<file path="config.mk">
export PLATFORM = sky130hd
export DESIGN_NAME = dma_device_arbiter
export DESIGN_NICKNAME = d
export VERILOG_FILES = /design/src/rtl/dma_arb_pkg.sv /design/src/rtl/dma_device_arbiter_rr_picker.sv /design/src/rtl/dma_device_arbiter.sv
export SDC_FILE = /design/constraint.sdc
export NUM_CORES = 1
export LEC_CHECK = 0
export BUFFER_PORTS_ARGS = -buffer_cell sky130_fd_sc_hd__buf_2
export CORE_AREA = 2 2 119 121
export CTS_CLUSTER_DIAMETER = 60
export CTS_CLUSTER_SIZE = 8
export DETAILED_ROUTE_END_ITERATION = 8
export DIE_AREA = 0 0 121 123
export PLACE_DENSITY = 0.65
export SYNTH_ARGS = -nofsm -noshare
export SYNTH_HDL_FRONTEND = slang
export SYNTH_SLANG_ARGS = --single-unit
</file>
<file path="constraint.sdc">
create_clock -name clk -period 2.8 [get_ports clk]
set_input_delay 0.56 -clock clk [delete_from_list [all_inputs] [get_ports clk]]
set_output_delay 0.56 -clock clk [all_outputs]
set_load 0.05 [all_outputs]
</file>
<file path="src/rtl/dma_arb_pkg.sv">
// Shared types and constants for the DMA device arbiter: FSM state encoding,
// data/address width and the default forced-release timeout.
package dma_arb_pkg;

  localparam int DATA_W          = 16;
  localparam int DEF_TIMEOUT_CYC = 1024;

  typedef enum logic [1:0] {
    IDLE = 2'd0,
    LOAD = 2'd1,
    BUSY = 2'd2,
    DONE = 2'd3
  } arb_state_t;

endpackage

</file>
<file path="src/rtl/dma_device_arbiter_rr_picker.sv">
// Combinational round-robin selector: first set request bit at or after ptr,
// wrapping modulo NUM_DEV. Returns the one-hot winner and its index.
module dma_rr_picker
  import dma_arb_pkg::*;
#(
  parameter int NUM_DEV = 4,
  parameter int IDX_W   = $clog2(NUM_DEV)
) (
  input  logic [NUM_DEV-1:0] req,
  input  logic [IDX_W-1:0]   ptr,
  output logic [NUM_DEV-1:0] winner,
  output logic [IDX_W-1:0]   win_idx,
  output logic               found
);

  logic [IDX_W-1:0] j;

  always_comb begin
    winner  = '0;
    win_idx = '0;
    found   = 1'b0;
    j       = '0;
    for (int k = 0; k < NUM_DEV; k++) begin
      j = IDX_W'((int'(ptr) + k) % NUM_DEV);
      if (!found && req[j]) begin
        found     = 1'b1;
        winner[j] = 1'b1;
        win_idx   = j;
      end
    end
  end

endmodule

</file>
<file path="src/rtl/dma_device_arbiter.sv">
// Round-robin owner of the single DMA controller channel among NUM_DEV devices.
// Optional forced release on a silent controller: define DMA_ARB_TIMEOUT_EN.
module dma_device_arbiter
  import dma_arb_pkg::*;
#(
  parameter int NUM_DEV     = 4,
  parameter int TIMEOUT_CYC = DEF_TIMEOUT_CYC
) (
  input  logic                      clk,
  input  logic                      reset,
  input  logic [NUM_DEV-1:0]        dev_rqst,
  input  logic [NUM_DEV-1:0]        dev_rd_wr,
  input  logic [DATA_W*NUM_DEV-1:0] dev_start_address,
  input  logic [DATA_W*NUM_DEV-1:0] dev_num_words,
  input  logic [DATA_W*NUM_DEV-1:0] dev_wdata,
  input  logic [NUM_DEV-1:0]        dev_hs_ack,
  output logic [NUM_DEV-1:0]        dev_dma_ack,
  output logic [NUM_DEV-1:0]        dev_dma_end,
  output logic [DATA_W-1:0]         dev_rdata,
  output logic                      dma_rqst,
  output logic                      dma_rd_wr,
  output logic [DATA_W-1:0]         dma_start_address,
  output logic [DATA_W-1:0]         dma_num_words,
  output logic [DATA_W-1:0]         dma_dev_out,
  output logic                      dma_dev_ack,
  input  logic                      dma_ack,
  input  logic                      dma_end_flag,
  input  logic [DATA_W-1:0]         dma_dev_in,
  output logic [NUM_DEV-1:0]        grant,
  output logic                      busy,
  output logic                      timeout_flag,
  output arb_state_t                state
);

  localparam int IDX_W = $clog2(NUM_DEV);

  if (NUM_DEV < 2 || NUM_DEV > 8 || TIMEOUT_CYC < 2 || TIMEOUT_CYC > 65536) begin : g_bad_cfg
    $error("dma_device_arbiter: unsupported NUM_DEV or TIMEOUT_CYC");
  end

  arb_state_t          state_q;
  logic [NUM_DEV-1:0]  grant_q;
  logic [IDX_W-1:0]    win_idx_q;
  logic [IDX_W-1:0]    rr_ptr_q;
  logic                rqst_q;
  logic                rd_wr_q;
  logic [DATA_W-1:0]   addr_q;
  logic [DATA_W-1:0]   words_q;
  logic                tflag_q;

  logic [DATA_W-1:0]   addr_arr  [NUM_DEV];
  logic [DATA_W-1:0]   words_arr [NUM_DEV];
  logic [DATA_W-1:0]   wdata_arr [NUM_DEV];

  for (genvar i = 0; i < NUM_DEV; i++) begin : g_unpack
    assign addr_arr[i]  = dev_start_address[i*DATA_W +: DATA_W];
    assign words_arr[i] = dev_num_words[i*DATA_W +: DATA_W];
    assign wdata_arr[i] = dev_wdata[i*DATA_W +: DATA_W];
  end

  logic [NUM_DEV-1:0]  skip;
  logic [NUM_DEV-1:0]  pick_winner;
  logic [IDX_W-1:0]    pick_idx;
  logic                pick_found;
  logic                granted_rqst;
  logic                timeout_hit;
  logic                done_ignore;
  logic                done_ok;
  logic [IDX_W-1:0]    next_ptr;

  dma_rr_picker #(.NUM_DEV(NUM_DEV), .IDX_W(IDX_W)) u_picker (
    .req     (dev_rqst & ~skip),
    .ptr     (rr_ptr_q),
    .winner  (pick_winner),
    .win_idx (pick_idx),
    .found   (pick_found)
  );

  assign granted_rqst = |(dev_rqst & grant_q);
  // A timed-out owner may hold its request stuck, so DONE only waits for end flag.
  assign done_ok      = !dma_end_flag && (done_ignore || !granted_rqst);
  assign next_ptr     = (win_idx_q == IDX_W'(NUM_DEV - 1)) ? '0 : win_idx_q + 1'b1;

`ifdef DMA_ARB_TIMEOUT_EN
  localparam logic [15:0] TO_LAST = 16'(TIMEOUT_CYC - 1);

  logic [15:0]        to_cnt_q;
  logic [NUM_DEV-1:0] skip_q;
  logic               timed_out_q;

  // End flag and abort take precedence over a coincident timeout.
  assign timeout_hit = (state_q == BUSY) && (to_cnt_q == TO_LAST) && !dma_ack &&
                       !dma_end_flag && granted_rqst;
  assign skip        = skip_q;
  assign done_ignore = timed_out_q;

  always_ff @(posedge clk or posedge reset) begin
    if (reset) begin
      to_cnt_q    <= '0;
      skip_q      <= '0;
      timed_out_q <= 1'b0;
    end else begin
      if ((state_q == IDLE && pick_found) || dma_ack) to_cnt_q <= '0;
      else if (state_q == BUSY)                       to_cnt_q <= to_cnt_q + 16'd1;
      skip_q <= (skip_q & dev_rqst) | (timeout_hit ? grant_q : '0);
      if (timeout_hit)          timed_out_q <= 1'b1;
      else if (state_q == IDLE) timed_out_q <= 1'b0;
    end
  end
`else
  assign timeout_hit = 1'b0;
  assign skip        = '0;
  assign done_ignore = 1'b0;
`endif

  always_ff @(posedge clk or posedge reset) begin
    if (reset) begin
      state_q   <= IDLE;
      grant_q   <= '0;
      win_idx_q <= '0;
      rr_ptr_q  <= '0;
      rqst_q    <= 1'b0;
      rd_wr_q   <= 1'b0;
      addr_q    <= '0;
      words_q   <= '0;
      tflag_q   <= 1'b0;
    end else begin
      case (state_q)
        IDLE: if (pick_found) begin
          grant_q   <= pick_winner;
          win_idx_q <= pick_idx;
          rd_wr_q   <= dev_rd_wr[pick_idx];
          addr_q    <= addr_arr[pick_idx];
          words_q   <= words_arr[pick_idx];
          tflag_q   <= 1'b0;
          state_q   <= LOAD;
        end
        LOAD: begin
          rqst_q  <= 1'b1;
          state_q <= BUSY;
        end
        BUSY: if (dma_end_flag || !granted_rqst || timeout_hit) begin
          rqst_q  <= 1'b0;
          state_q <= DONE;
          if (timeout_hit) tflag_q <= 1'b1;
        end
        DONE: if (done_ok) begin
          rr_ptr_q <= next_ptr;
          grant_q  <= '0;
          state_q  <= IDLE;
        end
        default: state_q <= IDLE;
      endcase
    end
  end

  assign dev_dma_ack       = {NUM_DEV{dma_ack}} & grant_q;
  assign dev_dma_end       = {NUM_DEV{dma_end_flag}} & grant_q;
  assign dev_rdata         = dma_dev_in;
  assign dma_dev_out       = (|grant_q) ? wdata_arr[win_idx_q] : '0;
  assign dma_dev_ack       = (|grant_q) ? dev_hs_ack[win_idx_q] : 1'b1;
  assign dma_rqst          = rqst_q;
  assign dma_rd_wr         = rd_wr_q;
  assign dma_start_address = addr_q;
  assign dma_num_words     = words_q;
  assign grant             = grant_q;
  assign busy              = (state_q != IDLE);
  assign timeout_flag      = tflag_q;
  assign state             = state_q;

endmodule
</file>
Word level (Yosys, flattened, before mapping):

Cells that the tools add are included.

* logic and storage cells: 117
* register bits after elaboration: 44
* bits of input ports: 224

* reduce and logical (&&, ||, !) cells: 25
* $add $sub $neg: 4
* order comparisons: 12
* multiplexer cells: 53
* equal/unequal tests: 7
* bitwise operators: 8

Operators by type and width (count)
* 16-bit 2-to-1 mux: 7
* 16-bit binary-select mux with 2-bit select: 3
* 4-bit 2-to-1 mux: 6
* 2-bit by 3-bit less-than comparator with 1-bit output (second input constant): 6
* 1-bit 2-to-1 mux: 16
* 2-bit 2-to-1 mux: 8
* 4-bit AND: 3
* 1-bit binary-select mux with 2-bit select: 6
* 4-bit bitwise OR: 3
* 1-bit demux with 2-bit select: 4
* 2-bit by 1-bit greater-or-equal comparator with 1-bit output (second input constant): 4
* 1-bit logical AND: 8
* 2-bit one-hot mux with 4 select lines: 1
* 4-bit one-hot mux with 2 select lines: 1
* 4-bit OR reduction: 2
* 2-bit equality test (second input constant): 3
* 3-bit greater-or-equal comparator (second input constant): 2
* 2-bit != test (second input constant): 3
* 2-bit inverter with 3-bit output: 2
* 2-bit AND reduction: 3
* 3-bit AND reduction: 2
* 2-bit nonzero test: 3
* 1-bit logical NOT: 5
* 2-bit by 1-bit adder with 2-bit output (second input constant): 2
* 5 further kinds: 6

Depth between registers and ports, before layout:

Gate-level depths: netlist of run 1.

* depth in word-level cells: 16
* depth in mapped cells: 13
* depth with buffers taken out: 8

By module:

A second synthesis of run 1 with hierarchy kept.

* cell total of the unflattened synthesis: 268
* area total of the unflattened synthesis: 3769.9 um^2

By module, submodules not included
* dma_device_arbiter: area each 3350.7 um^2, times used 1, seq. area each 1101.1 um^2, cells each 223
* dma_rr_picker: area each 419.2 um^2, times used 1, seq. area each 0.0 um^2, cells each 45

Least setup slack after synthesis of run 1:

OpenSTA, ideal clock, no wires.

* kind: register to register
* start point: reg rr_ptr_q[0]
* end point: reg words_q[10] (netlist: dma_num_words[10])
* path slack: 28 ps
* buffers on the path: 5
* library setup time: 142 ps
* arrival time: 2629 ps
* cell stages (with the launch flop): 13
* cell sequence: dfrtp_1 -> buf_4 -> inv_2 -> ha_1 -> buf_6 -> mux4_2 -> o21ai_0 -> o21a_1 -> buf_6 -> buf_12 -> buf_8 -> mux2i_1 -> o221ai_1

* longest elaborated chain between the ends: 16
* elaborated cells on any way between the ends: 30
* those cells by class: add/sub: 3; mux: 19; bitwise: 1; reduce/logical: 7

Ends and longest elaborated chain
* from (decl): RTL line dma_device_arbiter.sv:44 `logic [IDX_W-1:0] rr_ptr_q;`
* from (signal assigned): RTL line dma_device_arbiter.sv:148 `rr_ptr_q <= next_ptr;`
* parallel branches: the longest is 16 deep, another holds 2-bit by 1-bit adder with 2-bit output
* to (signal assigned): RTL line dma_device_arbiter.sv:134 `words_q <= words_arr[pick_idx];`
* to (decl): RTL line dma_device_arbiter.sv:48 `logic [DATA_W-1:0] words_q;`

Several ways; the timed one is not identified. The select of a mux whose other input is x is not followed.
A chain may end at the register's enable or synchronous reset.

Final worst setup path of run 1:

* start point: reg rr_ptr_q[0]
* end point: reg addr_q[14] (netlist: dma_start_address[14])

* longest elaborated chain between the ends: 16
* elaborated cells on any way between the ends: 30
* those cells by class: add/sub: 3; mux: 19; bitwise: 1; reduce/logical: 7

Ends and longest elaborated chain
* parallel branches: the longest is 16 deep, another holds 2-bit by 1-bit adder with 2-bit output
* to (signal assigned): RTL line dma_device_arbiter.sv:133 `addr_q <= addr_arr[pick_idx];`
* to (decl): RTL line dma_device_arbiter.sv:47 `logic [DATA_W-1:0] addr_q;`

Several ways; the timed one is not identified. The select of a mux whose other input is x is not followed.

==> flow_summary.json, run 1 <==
{
  "period_share": 0.935,
  "rsz0062_at_grt": "false",
  "gr-total-overflow": 0,
  "clock_path_buffers": 2,
  "grt_pass1_vias": 3712,
  "finalHoldViolCount": 0,
  "firstDrtPassIters": 4,
  "h-tree-depth": 2,
  "rr_startpoint": "rr_ptr_q[0]",
  "nNetsFinal": 849,
  "critPathRequiredTime_ps": 2950,
  "vias": 3828,
  "syn_to_final_growth_pct": 42.4,
  "grt.met3_usage": 0.0332,
  "chipWidth_um": 121,
  "core_area_um2": 13600,
  "status": "finished, final reports clean",
  "vias_per_cell": 4.82,
  "gr-max-usage-layer": "met2",
  "criticalPathCategory": "flop to flop",
  "critPathCaptureType": "flop",
  "postSynth.asyncResetShare": 1.00,
  "tns_ps": 0,
  "synth_warnings": 0,
  "track_usage": 0.159,
  "crit_path_max_fanout": 29,
  "yosys-top-cells-area": "dfrtp_1 (29%), mux2i_1 (18%), mux4_2 (11%), o221ai_1 (7.7%), nand2_1 (4.2%)",
  "cts_made_buffers": 5,
  "synth_area_um2": 3760,
  "tritoncts": "done",
  "use_met2": 0.300,
  "ys_seq_area_frac": 0.293,
  "cts_setup_buffers": 0,
  "dp_cells": 786,
  "worst_slack_ps": 182,
  "root_buffer": "clkbuf_16",
  "synthCells": 366,
  "grt_pass1_wl_mm": 18.5,
  "synth_top_area_frac": 0.293,
  "grt.met1_usage": 0.178,
  "holdCritPathClass": "input port to asynchronous set/reset pin",
  "port_buffers": 273,
  "clk_pin_slew_ps": 60,
  "relSlewSlack": 0.638,
  "synth_edf_count": 0,
  "cp.arrival_ps": 2770,
  "report.final.slew_viol_count": 0,
  "instances_no_fill": 795,
  "drc": 0,
  "crit_start": "rr_ptr_q[0]",
  "setup_viol_count_final": 0,
  "rows": 43,
  "final_util": 0.394,
  "tightest_slew_ps": 544,
  "cts.sinks": 44,
  "ys_ff_latch": 44,
  "critPathLaunchType": "flop",
  "syn_nets": 602,
  "syn-mean-instance-area_um2": 10.3,
  "gp_congestion": 0.769,
  "wirelength_mm": 12.4,
  "clk_latency_ps": 290,
  "io_pins": 307,
  "dp_hpwl_mm": 9.83,
  "die_h_um": 123,
  "layout_min_cycle_time_ps": 2620,
  "postRouteAntennaNets": 0,
  "maxCapViolations": 0,
  "antenna_found_initial": 1,
  "die_area_um2": 14900,
  "power.density_nw_per_um2": 1320,
  "grt_max_degree": 39,
  "leakage_nw": 2.89,
  "skew_ps": 8.50,
  "routedWlPerCell_um": 15.6,
  "synth_area_leader_cell": "dfrtp_1",
  "post-place-ws_ps": 99.9,
  "ir_drop_uv": 521,
  "start_util": 0.276,
  "drt_iter0_markers": 131,
  "synth.distinct_cells": 45,
  "ys.flop_type": "dfrtp_1",
  "drive_gt1_frac": 0.533,
  "fmax_mhz": 382
}
worst paths after layout:
path	end	slack (ps)	depth (start not counted)
worst max register to register	dma_start_address[14]	180	8
worst min-delay path	dma_start_address[11]	130	2
min in group clk	dma_num_words[5]	480	2
worst max-delay path	dma_start_address[14]	180	8
worst min register to register	dma_num_words[5]	480	2
max in group asynchronous	dma_num_words[12]	2190	3
final cells by class:
type | count | area, um2
tap | 180 | 225
timing repair buffer | 288 | 1520
clock buffer | 6 | 129
fill | 1399 | 8250
antenna | 1 | 2.50
multi-input combinational | 266 | 2320
clock inverter | 2 | 35.0
inverter | 8 | 30.0
sequential | 44 | 1100
worst max-delay path, stage by stage (launching register included):
cell,delay [ps]
dfrtp_1,360
inv_2,70
ha_1,320
mux4_2,600
o21ai_0,250
o21a_4,190
buf_12,220
mux2i_2,300
o221ai_1,150
power by group:
group	internal, mW	switching, mW	leakage, nW
clock	0.421	0.260	0.0808
sequential	0.951	0.216	0.548
combinational	1.83	3.38	2.26
total	3.20	3.85	2.89
state kept, by name, summed over array words and instances, names as in the netlist:
signal,cells
state,2
win_idx_q,2
dma_rd_wr,1
grant,4
dma_start_address,16
dma_rqst,1
dma_num_words,16
rr_ptr_q,2
through the flow:
stage	power [mW]	instance area, um2	hold slack [ps]
4_1_cts	7.16	5350	120
2_1_floorplan	5.38	3760	562
6_report	7.05	5360	131
3_3_place_gp	6.42	5190	434
5_1_grt	7.53	5360	131
3_5_place_dp	6.46	5190	435
cells in the mapped netlist (2+ instances only):
master / n
o31ai_1: 2
mux4_2: 19
buf_6: 2
clkbuf_4: 2
or2_2: 2
a22oi_1: 6
mux2i_1: 69
mux2_2: 2
buf_2: 6
clkbuf_1: 14
nand2_1: 42
o221ai_1: 33
buf_4: 19
nor2b_1: 17
o21ai_0: 5
nor3_1: 2
and2_1: 8
nand2b_1: 4
a21oi_1: 5
buf_8: 3
nand3_1: 2
o2bb2ai_1: 4
inv_1: 7
dfrtp_1: 44
ha_1: 12
o21ai_1: 2
nor2_1: 10
nor4_1: 3
a221oi_1: 4
layer usage:
layer,vias to the layer above,wire length [um]
li1,1846,-
met3,12,950
met2,185,6520
met4,0,137
met5,-,0
met1,1785,4770
cells by family after synthesis:
logic type | Yosys count | synth area share
buffers and inverters | 56 | 0.0961
DFF | 44 | 0.293
adders and majority gates | 12 | 0.0399
AOI/OAI and AO/OA | 67 | 0.140
and+or+nand+nor | 96 | 0.127
other | 1 | 0.000997
muxes | 90 | 0.303
layout by cell type, fill, tap and decap left out, types with 6 or more instances in the layout:
master    Yosys  final
a22oi_1       6      6
and2_1        8      8
buf_2         6    273
buf_4        19     12
dfrtp_1      44     44
ha_1         12     12
inv_1         7      6
mux2i_1      69     68
mux4_2       19     19
nand2_1      42     42
nor2_1       10     10
nor2b_1      17     17
o221ai_1     33     33
what timing repair did:
item | in CTS | in global routing
hold buffers | 0 | 0
endpoints found under the setup margin | 0 | 1
resized for setup | 0 | 1
No activity file was read; power rests on OpenSTA's default activity.
==> inputs of run 2 (changes only) <==
- PLACE_DENSITY: 0.65 -> default
- PLACE_DENSITY_LB_ADDON: default -> 0.3
==> run 2 against run 1 <==
Compared with the run above:
- final cell count grew 0.75%
- first-iteration DRC count shrank 22%
- cell area grew 0.79%
- total power grew 1.3%
- utilization grew 0.31 points
- maximum frequency shrank 0.46%
- critical path type unchanged
- critical endpoint is now dma_start_address[11]
- highest routed layer unchanged
==> flow_summary.json, run 2 (same netlist as run 1, synthesis figures left out) <==
{
  "cts_hold_buf": 0,
  "core_area_um2": 13600,
  "vias": 3913,
  "cts.sinks": 44,
  "relSlewSlack": 0.363,
  "worst_slack_ps": 170,
  "drc": 0,
  "critPathRequiredTime_ps": 2950,
  "clk_pin_slew_ps": 70,
  "layout_commonest_cell": "buf_2",
  "holdCritPathClass": "input port to asynchronous set/reset pin",
  "slowest_stage": "mux4_2",
  "crit_buf_inv": 2,
  "die_h_um": 123,
  "critPathCaptureType": "flop",
  "skew_ps": 7.71,
  "gr-total-overflow": 0,
  "clk_latency_ps": 290,
  "criticalPathCategory": "flop to flop",
  "worstPathCellList": "inv_2 -> ha_1 -> mux4_2 -> o21ai_0 -> o21a_4 -> buf_12 -> mux2i_1 -> o221ai_1",
  "max_stage_delay_ps": 600,
  "maxCapViolations": 0,
  "nNetsFinal": 856,
  "layout_min_cycle_time_ps": 2630,
  "rr_startpoint": "rr_ptr_q[0]",
  "ff_latch_area_um2": 1100,
  "vias_per_cell": 4.89,
  "multiInputGateArea_um2": 2310,
  "rrSetupSlack_ps": 170,
  "diodes": 0,
  "dp_hpwl_mm": 10.4,
  "power.density_nw_per_um2": 1320,
  "cts_made_buffers": 5,
  "h-tree-depth": 2,
  "holdWs_ps": 481,
  "final.fill_count": 1373,
  "report.final.slew_viol_count": 0,
  "wirelength_mm": 12.8,
  "io_pins": 307,
  "setup_viol_count_final": 0,
  "cts-resized-gates": 0,
  "crit_path_max_fanout": 20,
  "die_area_um2": 14900,
  "track_usage": 0.168,
  "leakage_nw": 2.92,
  "grt_max_degree": 45,
  "fmax_mhz": 380,
  "post-place-ws_ps": 125,
  "reg2reg_to": "dma_start_address[11]",
  "r2r_cells": 8,
  "tritoncts": "done",
  "cp.arrival_ps": 2780,
  "routedWlPerCell_um": 16.0,
  "finalHoldViolCount": 0,
  "period_share": 0.939,
  "tightest_slew_ps": 954,
  "port_buffers": 273,
  "clock_path_buffers": 2,
  "drive_gt1_frac": 0.535,
  "rows": 43,
  "layout_common_cells": "buf_2 (273), mux2i_1 (69), dfrtp_1 (44)",
  "critPathTopFamily": "multiplexers",
  "gp_congestion": 0.816,
  "cts_setup_buffers": 0,
  "syn_to_final_growth_pct": 43.6,
  "grt_pass1_vias": 3927,
  "antenna_found_initial": 0,
  "critPathLaunchType": "flop",
  "grt_pass1_wl_mm": 19.6,
  "postRouteAntennaNets": 0,
  "firstDrtPassIters": 4,
  "chipWidth_um": 121,
  "root_buffer": "clkbuf_16",
  "start_util": 0.276,
  "status": "finished, final reports clean",
  "ir_drop_uv": 752,
  "drt_iter0_markers": 102
}
[run 2: cell types whose count changed in the layout (fill, tap and decap cells not counted), sizes merged]
cell and change:
buf +7, clkinvlp +1, clkinv -1, clkbuf +1
bufinv -1, diode -1
[run 2: power by group]
group	leakage (nW)	switching [mW]	total (mW)	internal [mW]
Sequential	0.548	0.262	1.21	0.950
Combinational	2.30	3.38	5.31	1.94
Clock	0.0701	0.264	0.620	0.356
Total	2.92	3.90	7.15	3.24
[run 2: worst max-delay path by stage]
stage	from	end	slack (ps)	cells after the start
4_1_cts	rr_ptr_q[0]	dma_start_address[11]	100	8
2_1_floorplan	rr_ptr_q[0]	dma_num_words[10]	30	12
3_5_place_dp	rr_ptr_q[0]	dma_start_address[11]	120	8
5_1_grt	rr_ptr_q[0]	dma_start_address[3]	-20	8
6_report	rr_ptr_q[0]	dma_start_address[11]	170	8
3_3_place_gp	rr_ptr_q[0]	dma_start_address[0]	240	8
[run 2: area by class of cell]
cell class,instances,area share
Clock buffer,7,0.0264
Clock inverter,1,0.00139
Inverter,8,0.00556
Multi-Input combinational cell,266,0.428
Sequential cell,44,0.204
Tap cell,180,0.0417
Timing Repair Buffer,295,0.293
[run 2: stage by stage]
step / setup TNS [ps] / std cells / utilization / power (mW) / cell area (um2)
2_1_floorplan: 0 / 366 / - / 5.38 / 3760
3_3_place_gp: 0 / 790 / 0.384 / 6.45 / 5230
3_5_place_dp: 0 / 790 / 0.384 / 6.54 / 5230
4_1_cts: 0 / 798 / 0.395 / 7.19 / 5380
5_1_grt: -17.4 / 801 / 0.397 / 7.64 / 5400
6_report: 0 / 801 / 0.397 / 7.15 / 5400
[run 2: metal layers]
layer,GRT usage,vias up,part of all wire
met3,0.0244,13,0.074
met1,0.190,1845,0.38
met5,0,-,0
met4,0.0465,0,0.011
li1,-,1862,-
met2,0.326,193,0.54
